===== config.mk =====
export PLATFORM = sky130hd
export DESIGN_NAME = tz80_rom_loader
export DESIGN_NICKNAME = d
export VERILOG_FILES = /design/src/rtl/tz80_rom_loader.sv
export SDC_FILE = /design/constraint.sdc
export NUM_CORES = 1
export LEC_CHECK = 0
export BUFFER_PORTS_ARGS = -buffer_cell sky130_fd_sc_hd__buf_2
export CORE_ASPECT_RATIO = 2
export CORE_UTILIZATION = 57
export DETAILED_ROUTE_END_ITERATION = 10
export GPL_TIMING_DRIVEN = 0
export PLACE_DENSITY = 0.83
export REMOVE_ABC_BUFFERS = 1
export SLEW_MARGIN = 25
export SYNTH_ARGS = -nofsm -noshare
export SYNTH_HDL_FRONTEND = slang
export SYNTH_SLANG_ARGS = --single-unit

===== constraint.sdc =====
create_clock -name i_clk -period 6 [get_ports i_clk]
set_input_delay 0 -clock i_clk [delete_from_list [all_inputs] [get_ports i_clk]]
set_output_delay 0 -clock i_clk [all_outputs]
set_load 0.05 [all_outputs]

===== src/rtl/tz80_rom_loader.sv =====
// ROM download sequencer: turns the hps_io ioctl byte stream into paced
// per-region ROM writes, latches game id / DIP bytes and gates core reset.
module tz80_rom_loader #(
  parameter int NREG     = 8,
  parameter int RST_HOLD = 16
) (
  input  logic            i_clk,
  input  logic            RESETn,
  input  logic            ioctl_download,
  input  logic            ioctl_wr,
  input  logic [7:0]      ioctl_index,
  input  logic [24:0]     ioctl_addr,
  input  logic [7:0]      ioctl_dout,
  output logic            ioctl_wait,
  output logic            rom_valid,
  input  logic            rom_ready,
  output logic [NREG-1:0] rom_sel,
  output logic [15:0]     rom_addr,
  output logic [7:0]      rom_data,
  output logic [7:0]      game,
  output logic [15:0]     dsw,
  output logic            core_rstn,
  output logic            load_done,
  output logic [24:0]     byte_count,
  output logic [15:0]     sum,
  output logic [1:0]      err
);

  localparam int HW = (RST_HOLD > 1) ? $clog2(RST_HOLD) : 1;

  typedef enum logic [2:0] {
    S_IDLE,
    S_LOAD,
    S_DRAIN,
    S_HOLD,
    S_RUN
  } state_t;

  state_t          state_q, state_d;
  logic [HW-1:0]   hold_q, hold_d;
  logic            rom_valid_q, rom_valid_d;
  logic [NREG-1:0] rom_sel_q, rom_sel_d;
  logic [15:0]     rom_addr_q, rom_addr_d;
  logic [7:0]      rom_data_q, rom_data_d;
  logic [7:0]      game_q, game_d;
  logic [15:0]     dsw_q, dsw_d;
  logic            core_rstn_q, core_rstn_d;
  logic            load_done_q, load_done_d;
  logic [24:0]     byte_count_q, byte_count_d;
  logic [15:0]     sum_q, sum_d;
  logic [1:0]      err_q, err_d;

  logic            wr_ok;
  logic            wr_rom;
  logic            wr_game;
  logic            wr_dip0;
  logic            wr_dip1;
  logic [8:0]      region;
  logic            in_range;
  logic [NREG-1:0] sel_oh;
  logic            handshake;
  logic            overrun;
  logic            accept;
  logic            start_load;

  assign wr_ok      = ioctl_download & ioctl_wr;
  assign wr_rom     = wr_ok & (ioctl_index == 8'd0);
  assign wr_game    = wr_ok & (ioctl_index == 8'd1)   & (ioctl_addr == 25'd0);
  assign wr_dip0    = wr_ok & (ioctl_index == 8'd254) & (ioctl_addr == 25'd0);
  assign wr_dip1    = wr_ok & (ioctl_index == 8'd254) & (ioctl_addr == 25'd1);
  assign region     = ioctl_addr[24:16];
  assign in_range   = (int'(region) < NREG);
  assign handshake  = rom_valid_q & rom_ready;
  // A byte arriving while the single-entry buffer is stuck has nowhere to go.
  assign overrun    = wr_rom & rom_valid_q & ~rom_ready;
  assign accept     = wr_rom & ~overrun;
  assign start_load = ((state_q == S_IDLE) || (state_q == S_RUN)) &&
                      ioctl_download && (ioctl_index == 8'd0);

  always_comb begin
    sel_oh = '0;
    for (int i = 0; i < NREG; i++) begin
      sel_oh[i] = (int'(region) == i);
    end
  end

  always_comb begin
    state_d     = state_q;
    hold_d      = hold_q;
    load_done_d = 1'b0;
    core_rstn_d = (state_q == S_RUN) && !ioctl_download;
    case (state_q)
      S_IDLE, S_RUN: begin
        if (start_load) state_d = S_LOAD;
      end
      S_LOAD: begin
        if (!ioctl_download) state_d = S_DRAIN;
      end
      S_DRAIN: begin
        if (!rom_valid_q) begin
          state_d = S_HOLD;
          hold_d  = HW'(RST_HOLD - 1);
        end
      end
      S_HOLD: begin
        if (hold_q == '0) begin
          state_d     = S_RUN;
          load_done_d = 1'b1;
        end else begin
          hold_d = hold_q - 1'b1;
        end
      end
      default: state_d = S_IDLE;
    endcase
  end

  always_comb begin
    rom_valid_d  = rom_valid_q;
    rom_sel_d    = rom_sel_q;
    rom_addr_d   = rom_addr_q;
    rom_data_d   = rom_data_q;
    game_d       = game_q;
    dsw_d        = dsw_q;
    byte_count_d = byte_count_q;
    sum_d        = sum_q;
    err_d        = err_q;

    if (handshake) rom_valid_d = 1'b0;
    // A refill in the handshake cycle overrides the drain above.
    if (accept && in_range) begin
      rom_valid_d = 1'b1;
      rom_sel_d   = sel_oh;
      rom_addr_d  = ioctl_addr[15:0];
      rom_data_d  = ioctl_dout;
    end

    if (start_load) begin
      byte_count_d = '0;
      sum_d        = '0;
      err_d        = '0;
    end
    if (accept) begin
      byte_count_d = byte_count_d + 25'd1;
      sum_d        = sum_d + {8'd0, ioctl_dout};
      if (!in_range) err_d[0] = 1'b1;
    end
    if (overrun) err_d[1] = 1'b1;

    if (wr_game) game_d       = ioctl_dout;
    if (wr_dip0) dsw_d[7:0]   = ioctl_dout;
    if (wr_dip1) dsw_d[15:8]  = ioctl_dout;
  end

  always_ff @(posedge i_clk or negedge RESETn) begin
    if (!RESETn) begin
      state_q      <= S_IDLE;
      hold_q       <= '0;
      rom_valid_q  <= 1'b0;
      rom_sel_q    <= '0;
      rom_addr_q   <= '0;
      rom_data_q   <= '0;
      game_q       <= '0;
      dsw_q        <= 16'hFFFF;
      core_rstn_q  <= 1'b0;
      load_done_q  <= 1'b0;
      byte_count_q <= '0;
      sum_q        <= '0;
      err_q        <= '0;
    end else begin
      state_q      <= state_d;
      hold_q       <= hold_d;
      rom_valid_q  <= rom_valid_d;
      rom_sel_q    <= rom_sel_d;
      rom_addr_q   <= rom_addr_d;
      rom_data_q   <= rom_data_d;
      game_q       <= game_d;
      dsw_q        <= dsw_d;
      core_rstn_q  <= core_rstn_d;
      load_done_q  <= load_done_d;
      byte_count_q <= byte_count_d;
      sum_q        <= sum_d;
      err_q        <= err_d;
    end
  end

  assign ioctl_wait = rom_valid_q;
  assign rom_valid  = rom_valid_q;
  assign rom_sel    = rom_sel_q;
  assign rom_addr   = rom_addr_q;
  assign rom_data   = rom_data_q;
  assign game       = game_q;
  assign dsw        = dsw_q;
  assign core_rstn  = core_rstn_q;
  assign load_done  = load_done_q;
  assign byte_count = byte_count_q;
  assign sum        = sum_q;
  assign err        = err_q;

endmodule


==> metrics.cfg, run 1 <==
[run_status]
outcome = complete, no violations

[clock_network]
cts_resized = 0
max-clock-path-buffers = 2
htreeDepth = 3
numCtsBuffers = 9
clk_pin_slew_worst_paths_ns = 0.07
clock_latency_ns = 0.35
cts_setup_buffers = 0
clk_root_buffer_cell = clkbuf_16
cts_tree = built
clock-sinks = 109

[final_layout]
final_cell_count_no_fill = 770
nets = 720
final_area_sq_um = 6750
drive_gt1_share_pct = 35.5
antennaDiodeCount = 0
area_growth_pct = 26.5

[die]
die-area_sq_um = 9780
die_h_microns = 139
start_util_pct = 59.2
ios = 149
rows = 49
die_w_microns = 70.4
core-area_sq_um = 9010

[yosys]
synth_top_area_share_pct = 43.6
ys.flop_type = dfrtp_1
synth_edf_count = 0
synthTopCellsByArea = dfrtp_1 (44%), mux2_2 (10%), dfstp_2 (7.9%), nand2_1 (3.4%), or4_1 (2.5%)
async_flop_share_pct = 100
synth_area_leader_cell = dfrtp_1
yosysSeqAreaShare_pct = 51.5
syn_inst = 492
avgSynthCellArea_sq_um = 10.8
ys_warn_count = 0
ys_ff_latch = 109
syn_area_sq_um = 5340
synthDistinctLibCells = 50

[sta]
worst_pin_slew_ns = 1.01
fin_setup_tns_ns = 0
min_period_over_period_pct = 73.1
drv_slew = 0
slew_headroom_pct = 31.6
layout_min_cycle_time_ns = 4.39
finClkSkew_ns = 0.00517
fmax_ghz = 0.228
finalSetupViolCount = 0
finalHoldViolCount = 0
rsz0062_at_grt = false

[worst_setup_path]
start_kind = register
r2r_cells = 10
worstPathRequired_ns = 6.20
r2r_end = sum[14]
worstPathMaxFanout = 25
rrSetupSlack_ns = 1.61
cpMostUsedCell = a21oi_1
crit_path_top_delay_cell = o41ai_1
end_kind = register
slowest_delay_ns = 0.84
crit_chain = nor4b_1, nand3_1, and2_1, ha_1, fa_1, a21oi_1, o21ai_0, o41ai_1, or4_1, a21oi_1
critPathKind = register to register
critPathArrivalTime_ns = 4.58
regToRegStartpoint = state_q[0]

[global_routing]
grt-ovfl-total = 0
grt_pass1_vias = 4891
grt.total_usage_pct = 29.7
grt_max_degree = 73
antenna_found_initial = 0
grt_pass1_wl_microns = 23000

[placement]
dp.final_hpwl_microns = 9640
placed_cell_area_sq_um = 6170
dp.cells = 724
globalplace.congestion = 0.900
port_buffers = 148

[power_and_ir_drop]
p_per_area_nw_per_um2 = 209
ir_drop_mv = 0.208
leakage_nw = 3.45

[detailed_routing]
drt_iter0_markers = 288
route.detailed.drc = 0
drt_wl_total_microns = 13900
vias_per_cell = 5.94
wl_per_cell_microns = 18.0
drt_pass1_iterations = 4
vias = 4574
drt.antenna.violating_nets = 0

[min_path]
hold_start = ioctl_dout[1]
hold_path_class = primary input to register
holdPathEnd = dsw[9]
holdPathStages = 2

[run]
maxCapViolCount = 0

## cell usage after synthesis, drive strengths merged, types with 8 or more instances
| master | count |
|---|---|
| dfrtp | 93 |
| mux2 | 52 |
| nand2 | 49 |
| nor2 | 31 |
| a21oi | 26 |
| nand3 | 19 |
| o21ai | 18 |
| or4 | 18 |
| and2 | 16 |
| dfstp | 16 |
| nand4 | 16 |
| o31ai | 16 |
| and3 | 11 |
| buf | 11 |
| clkbuf | 11 |
| ha | 10 |
| inv | 10 |
| o211ai | 8 |
| xnor2 | 8 |
| xor2 | 8 |
## power breakdown
group	switching [mW]	total [mW]	internal [mW]
clock network	0.280	0.568	0.288
logic	0.0609	0.101	0.0397
registers	0.00293	0.741	0.739
total	0.344	1.41	1.07
## critical path, delay by kind of cell (launching register included)
kind	cells	cell delay, ns
flops	1	0.50
compound gates	4	1.28
simple gates	4	1.79
fa+ha+maj	2	0.65
## metrics by stage
step | power (mW) | utilization, % | hold WS (ns) | worst slack [ns]
finish | 1.41 | 74.9 | 0.00842 | 1.61
global route | 1.46 | 74.9 | 0.00950 | 1.22
CTS | 1.42 | 74.9 | 0.00947 | 1.62
detailed placement | 0.840 | 68.4 | -0.0813 | 1.65
global placement | 0.834 | 67.7 | 0.230 | 1.75
floorplan | 0.790 | - | -0.296 | 2.56
## cells by family after synthesis
kind of cell,synth area share (%)
compound gates,9.43
xor+xnor,2.63
fa+ha+maj,2.72
buf+inv,2.72
flops,51.5
mux,11.3
simple gates,19.7
## cells in the final DEF, fill, tap and decap left out, types with 11 or more instances in the layout
master,count
buf_2,147
dfrtp_1,93
nand2_1,49
mux2_2,48
nor2_1,31
dlygate4sd3_1,30
a21oi_1,26
nand3_1,19
or4_1,18
o21ai_0,18
o31ai_1,16
dfstp_2,16
and2_1,15
nand4_1,13
and3_1,11
## timing repair
item                       CTS  global route
hold endpoints to repair   159             0
hold buffers                30             0
setup endpoints to repair    0             0
## state kept, by name, summed over array words and instances (netlist names)
| name | cells |
|---|---|
| load_done | 1 |
| state_q | 3 |
| game | 8 |
| ioctl_wait | 1 |
| dsw | 16 |
| core_rstn | 1 |
| rom_data | 8 |
| hold_q | 4 |
| sum | 16 |
| rom_sel | 8 |
| byte_count | 25 |
| err | 2 |
| rom_addr | 16 |
## worst max-delay path by stage
stage / from / end / cells past startpoint
after floorplan: state_q[0] / sum[10] / 10
after global placement: state_q[0] / sum[10] / 10
after detailed placement: state_q[0] / sum[14] / 10
after CTS: state_q[0] / sum[14] / 10
after global routing: state_q[0] / sum[14] / 10
final: state_q[0] / sum[14] / 10
## routing by layer
metal	vias up	GRT usage [%]	routed length [microns]
li1	2133	-	-
met4	0	15.1	568
met5	-	0	0
met1	2251	32.5	5050
met2	150	53.8	7720
met3	40	4.87	541
## layout make-up
class	count	area, sq um
multi-input combinational	351	2440
fill	581	2260
sequential	109	2750
inverter	10	37.5
clock buffer	9	225
tap	102	128
timing repair buffer	182	1110
clock inverter	7	57.6
No activity file was read; power rests on OpenSTA's default activity.
==> inputs of run 2 (changes only) <==
- CORE_UTILIZATION: 57 -> 47
- PLACE_DENSITY: 0.83 -> 0.73
- clock period: 6 -> 3.9 ns (I/O delays scaled with it)
==> metrics.cfg, run 2 (synthesis gave the netlist of run 1 again) <==
[global_routing]
antenna_found_initial = 0  ; unchanged
grt_pass1_vias = 4713  ; -3.6%
grt_max_degree = 73  ; unchanged
grt.total_usage_pct = 24.3  ; -5.5 points
grt-ovfl-total = 0  ; unchanged
grt_pass1_wl_microns = 22700  ; -1.4%

[final_layout]
final_util_pct = 62.7  ; -12 points
drive_gt1_share_pct = 35.7  ; +0.25 points
largest_reg_flops = 25  ; unchanged
area_growth_pct = 28.6
nFillCells = 912  ; +57%
antennaDiodeCount = 0  ; unchanged
final_common_cell = buf_2
layout_common_cells = buf_2 (147), dfrtp_1 (93), nand2_1 (49)
nets = 721  ; +0.14%
final_cell_count_no_fill = 809  ; +5.1%

[worst_setup_path]
cpMostUsedCell = a21oi_1
worstPathRequired_ns = 4.10  ; -2.10 ns
start_kind = register
worstPathMaxFanout = 25  ; unchanged
end_kind = register
slowest_delay_ns = 0.55  ; -0.29 ns
path_delay_family = simple AND/OR/NAND/NOR gates
critPathKind = register to register
crit_path_top_delay_cell = o41ai_2
critPathArrivalTime_ns = 3.75  ; -0.83 ns
worst-path-buf-inv = 0  ; unchanged
crit_chain = nor4b_2, nand3_4, and2_1, ha_1, fa_1, a21oi_1, o21ai_0, o41ai_2, or4_1, a21oi_1

[die]
die_w_microns = 77.3  ; +9.8%
start_util_pct = 48.8  ; -10 points
die-area_sq_um = 11800  ; +21%
ios = 149  ; unchanged
rows = 54  ; +10%
die_h_microns = 153  ; +10%
core-area_sq_um = 10900  ; +21%

[clock_network]
clk_pin_slew_worst_paths_ns = 0.07  ; about the same
clock_latency_ns = 0.35  ; about the same
max-clock-path-buffers = 2  ; unchanged
cts_setup_buffers = 0  ; unchanged
htreeDepth = 3  ; unchanged
numCtsBuffers = 9  ; unchanged
clock-sinks = 109  ; unchanged
cts_tree = built
clk_root_buffer_cell = clkbuf_16

[sta]
layout_min_cycle_time_ns = 3.55  ; -0.833 ns
worst_pin_slew_ns = 0.783  ; -0.230 ns
min_period_over_period_pct = 91.2  ; +18 points
fin_setup_tns_ns = 0  ; unchanged
rsz0062_at_grt = false
finClkSkew_ns = 0.00914  ; +0.00397 ns
finalSetupViolCount = 0  ; unchanged
drv_slew = 0  ; unchanged
slew_headroom_pct = 47.8  ; +16 points
fmax_ghz = 0.281  ; +23%
finalHoldViolCount = 0  ; unchanged
whs_ns = 0.0285  ; +0.0201 ns

[power_and_ir_drop]
leakage_nw = 3.48  ; +0.88%
ir_drop_mv = 0.331  ; +59%
p_per_area_nw_per_um2 = 322  ; +54%

[placement]
dp.final_hpwl_microns = 10000  ; +4.2%
dp.cells = 762  ; +5.2%
globalplace.congestion = 0.845  ; -6.1%
port_buffers = 148  ; unchanged

[detailed_routing]
drt.antenna.violating_nets = 0  ; unchanged
wl_per_cell_microns = 16.9  ; -6.1%
drt_wl_total_microns = 13700  ; -1.3%
route.detailed.drc = 0  ; unchanged
vias_per_cell = 5.64  ; -5.1%
drt_iter0_markers = 255  ; -11%
drt_pass1_iterations = 4  ; unchanged
vias = 4559  ; -0.33%

[run_status]
outcome = complete, no violations

[run]
maxCapViolCount = 0  ; unchanged

[min_path]
hold_path_class = primary input to register

## run 2: worst min-delay path, cell delays in order
cell      delay (ns)
buf_2           0.07
nand2b_1        0.20
nand2_1         0.07
## run 2: through the flow
stage	power, mW	setup slack [ns]	instance area [sq um]
floorplan	1.22	0.462	5230
global placement	1.28	-0.391	6140
detailed placement	1.29	-0.536	6220
CTS	2.23	0.0871	6850
global route	2.28	0.0593	6860
finish	2.21	0.345	6860
## run 2: final timing paths
path / from / endpoint / slack, ns / cells after the start
setup reg to reg: state_q[0] / sum[12] / 0.35 / 10
hold / removal: rom_ready / ioctl_wait / 0.03 / 3
max in group asynchronous: RESETn / dsw[8] / 3.07 / 3
setup / recovery: state_q[0] / sum[12] / 0.35 / 10
min in group asynchronous: RESETn / sum[15] / 0.11 / 2
hold reg to reg: rom_data[7] / rom_data[7] / 0.49 / 1
## run 2: power by group
part	total [mW]	internal (mW)	switching [mW]
Clock	0.912	0.480	0.432
Combinational	0.156	0.0627	0.0931
Sequential	1.14	1.14	0.00470
Total	2.21	1.68	0.530
## run 2: area by class of cell
cell class | count | area, sq um | share of cell area [%]
Tap cell | 140 | 175 | 2.55
Clock buffer | 11 | 254 | 3.70
Clock inverter | 5 | 41.3 | 0.602
Sequential cell | 109 | 2750 | 40.1
Multi-Input combinational cell | 351 | 2480 | 36.2
Timing Repair Buffer | 183 | 1120 | 16.4
Inverter | 10 | 37.5 | 0.547
## run 2: metal layers
layer | track usage [%] | up-vias | wire length [microns]
met1 | 25.7 | 2264 | 5110
li1 | - | 2142 | -
met2 | 45.2 | 127 | 7640
met3 | 4.67 | 26 | 560
met4 | 10.7 | 0 | 392
met5 | 0 | - | 0
## run 2: timing repair
item                       in CTS  in global routing
hold endpoints to repair      163                  0
setup endpoints to repair       8                  8
hold buffers                   31                  0
resized for setup               3                  2
gates cloned                    0                  0
==> inputs of run 3 (changes only) <==
- RECOVER_POWER: not set -> 25
==> metrics.cfg, run 3 (synthesis gave the netlist of run 1 again) <==
[run_status]
outcome = finished with violations
violations = capacitance limit, slew limit

[worst_setup_path]
crit_cells = 10  ; unchanged
r2r_end = sum[12]
regToRegStartpoint = state_q[0]
critPathKind = register to register
worstPathRequired_ns = 4.10  ; about the same
slowest_delay_ns = 0.54  ; about the same
rrSetupSlack_ns = 0.35  ; about the same
crit_path_top_delay_cell = o41ai_2
r2r_cells = 10  ; unchanged
path_delay_family = simple AND/OR/NAND/NOR gates
start_kind = register
crit_chain = nor4b_2, nand3_4, and2_1, ha_1, fa_1, a21oi_1, o21ai_0, o41ai_2, or4_1, a21oi_1
cpMostUsedCell = a21oi_1
worstPathMaxFanout = 25  ; unchanged
end_kind = register
worst-path-buf-inv = 0  ; unchanged
critPathArrivalTime_ns = 3.74  ; about the same

[detailed_routing]
drt_iter0_markers = 255  ; unchanged
wl_per_cell_microns = 17.0  ; +0.17%
drt_wl_total_microns = 13700  ; +0.17%
route.detailed.drc = 0  ; unchanged
vias_per_cell = 5.65  ; +0.24%
vias = 4570  ; +0.24%
drt.antenna.violating_nets = 0  ; unchanged
drt_pass1_iterations = 4  ; unchanged

[final_layout]
layout_common_cells = buf_2 (147), dfrtp_1 (93), nand2_1 (49)
antennaDiodeCount = 0  ; unchanged
nets = 721  ; unchanged
final_common_cell = buf_2
drive_gt1_share_pct = 35.6  ; -0.15 points
final_cell_count_no_fill = 809  ; unchanged
largest_reg_flops = 25  ; unchanged
area_growth_pct = 28.4

[sta]
finClkSkew_ns = 0.00840  ; -0.000735 ns
finalHoldViolCount = 0  ; unchanged
slew_headroom_pct = -39.4  ; -87 points
min_period_over_period_pct = 90.9  ; -0.21 points
worst_pin_slew_ns = 2.09  ; +1.31 ns
drv_slew = 38  ; +38
rsz0062_at_grt = false
fmax_ghz = 0.282  ; +0.23%
layout_min_cycle_time_ns = 3.55  ; -0.00804 ns
fin_ws_ns = 0.353  ; +0.00804 ns
finalSetupViolCount = 0  ; unchanged

[clock_network]
htreeDepth = 3  ; unchanged
numCtsBuffers = 9  ; unchanged
clock-sinks = 109  ; unchanged
clk_pin_slew_worst_paths_ns = 0.07  ; about the same
clock_latency_ns = 0.36  ; about the same
cts_tree = built
cts_setup_buffers = 0  ; unchanged
clk_root_buffer_cell = clkbuf_16
max-clock-path-buffers = 2  ; unchanged

[die]
ios = 149  ; unchanged
core-area_sq_um = 10900  ; unchanged
rows = 54  ; unchanged
die_w_microns = 77.3  ; unchanged
start_util_pct = 48.8  ; unchanged
die-area_sq_um = 11800  ; unchanged
die_h_microns = 153  ; unchanged

[global_routing]
grt_pass1_wl_microns = 22700  ; unchanged
grt_pass1_vias = 4713  ; unchanged
grt-ovfl-total = 0  ; unchanged
grt_max_degree = 73  ; unchanged
grt.total_usage_pct = 24.3  ; unchanged
antenna_found_initial = 0  ; unchanged

[power_and_ir_drop]
ir_drop_mv = 0.331  ; -0.19%
finalPower_mw = 2.21  ; -0.12%
p_per_area_nw_per_um2 = 322  ; about the same
leakage_nw = 3.47  ; -0.14%

[min_path]
holdPathStages = 3  ; unchanged
hold_path_class = primary input to register
hold_start = rom_ready
holdPathEnd = ioctl_wait

[placement]
port_buffers = 148  ; unchanged
dp.cells = 762  ; unchanged
dp.final_hpwl_microns = 10000  ; unchanged
globalplace.congestion = 0.845  ; unchanged
pre_cts_slack_ns = -0.536  ; unchanged

[run]
maxCapViolCount = 1  ; +1

run 3: cell types whose count changed in the layout (fill, tap and decap cells not counted):
cell,before,now
clkbuf_1,1,2
buf_6,3,2
run 3: layout make-up:
type / count / area [sq um]
fill: 912 / 4090
sequential: 109 / 2750
multi-input combinational: 351 / 2480
timing repair buffer: 183 / 1110
clock buffer: 11 / 254
tap: 140 / 175
clock inverter: 5 / 41.3
inverter: 10 / 37.5
run 3: tightest hold or removal path, delay by kind of cell:
kind,cells,cell delay (ns)
buffers and inverters,1,0.07
and+or+nand+nor,2,0.27
run 3: repair_timing:
action                     in CTS  in global routing
hold endpoints to repair      163                  0
hold buffers                   31                  0
setup endpoints to repair       8                  8
resized for setup               3                  2
run 3: metrics by stage:
stage / util (%) / TNS (ns) / cell area [sq um] / hold WS (ns)
finish: 62.6 / 0 / 6850 / 0.0294
global route: 62.6 / 0 / 6850 / 0.0823
CTS: 62.6 / 0 / 6850 / 0.0349
detailed placement: 56.8 / -3.36 / 6220 / -0.0779
global placement: 56.1 / -2.15 / 6140 / 0.231
floorplan: - / 0 / 5230 / -0.296
run 3: worst max path at each step:
stage,start,to,slack [ns]
after floorplan,state_q[0],sum[10],0.46
after global placement,state_q[0],sum[10],-0.39
after detailed placement,state_q[0],sum[10],-0.54
after CTS,state_q[0],sum[10],0.09
after global routing,state_q[0],sum[12],0.06
final,state_q[0],sum[12],0.35
run 3: power by group:
part	leakage [nW]	switching (mW)	internal, mW
clock network	0.146	0.430	0.480
logic	1.88	0.0929	0.0621
registers	1.45	0.00464	1.14
run 3: per-layer routing:
layer / GRT usage, % / share of wire (%)
met5: 0 / 0
met3: 4.67 / 4.1
met2: 45.2 / 56
met1: 25.7 / 37
met4: 10.7 / 2.8
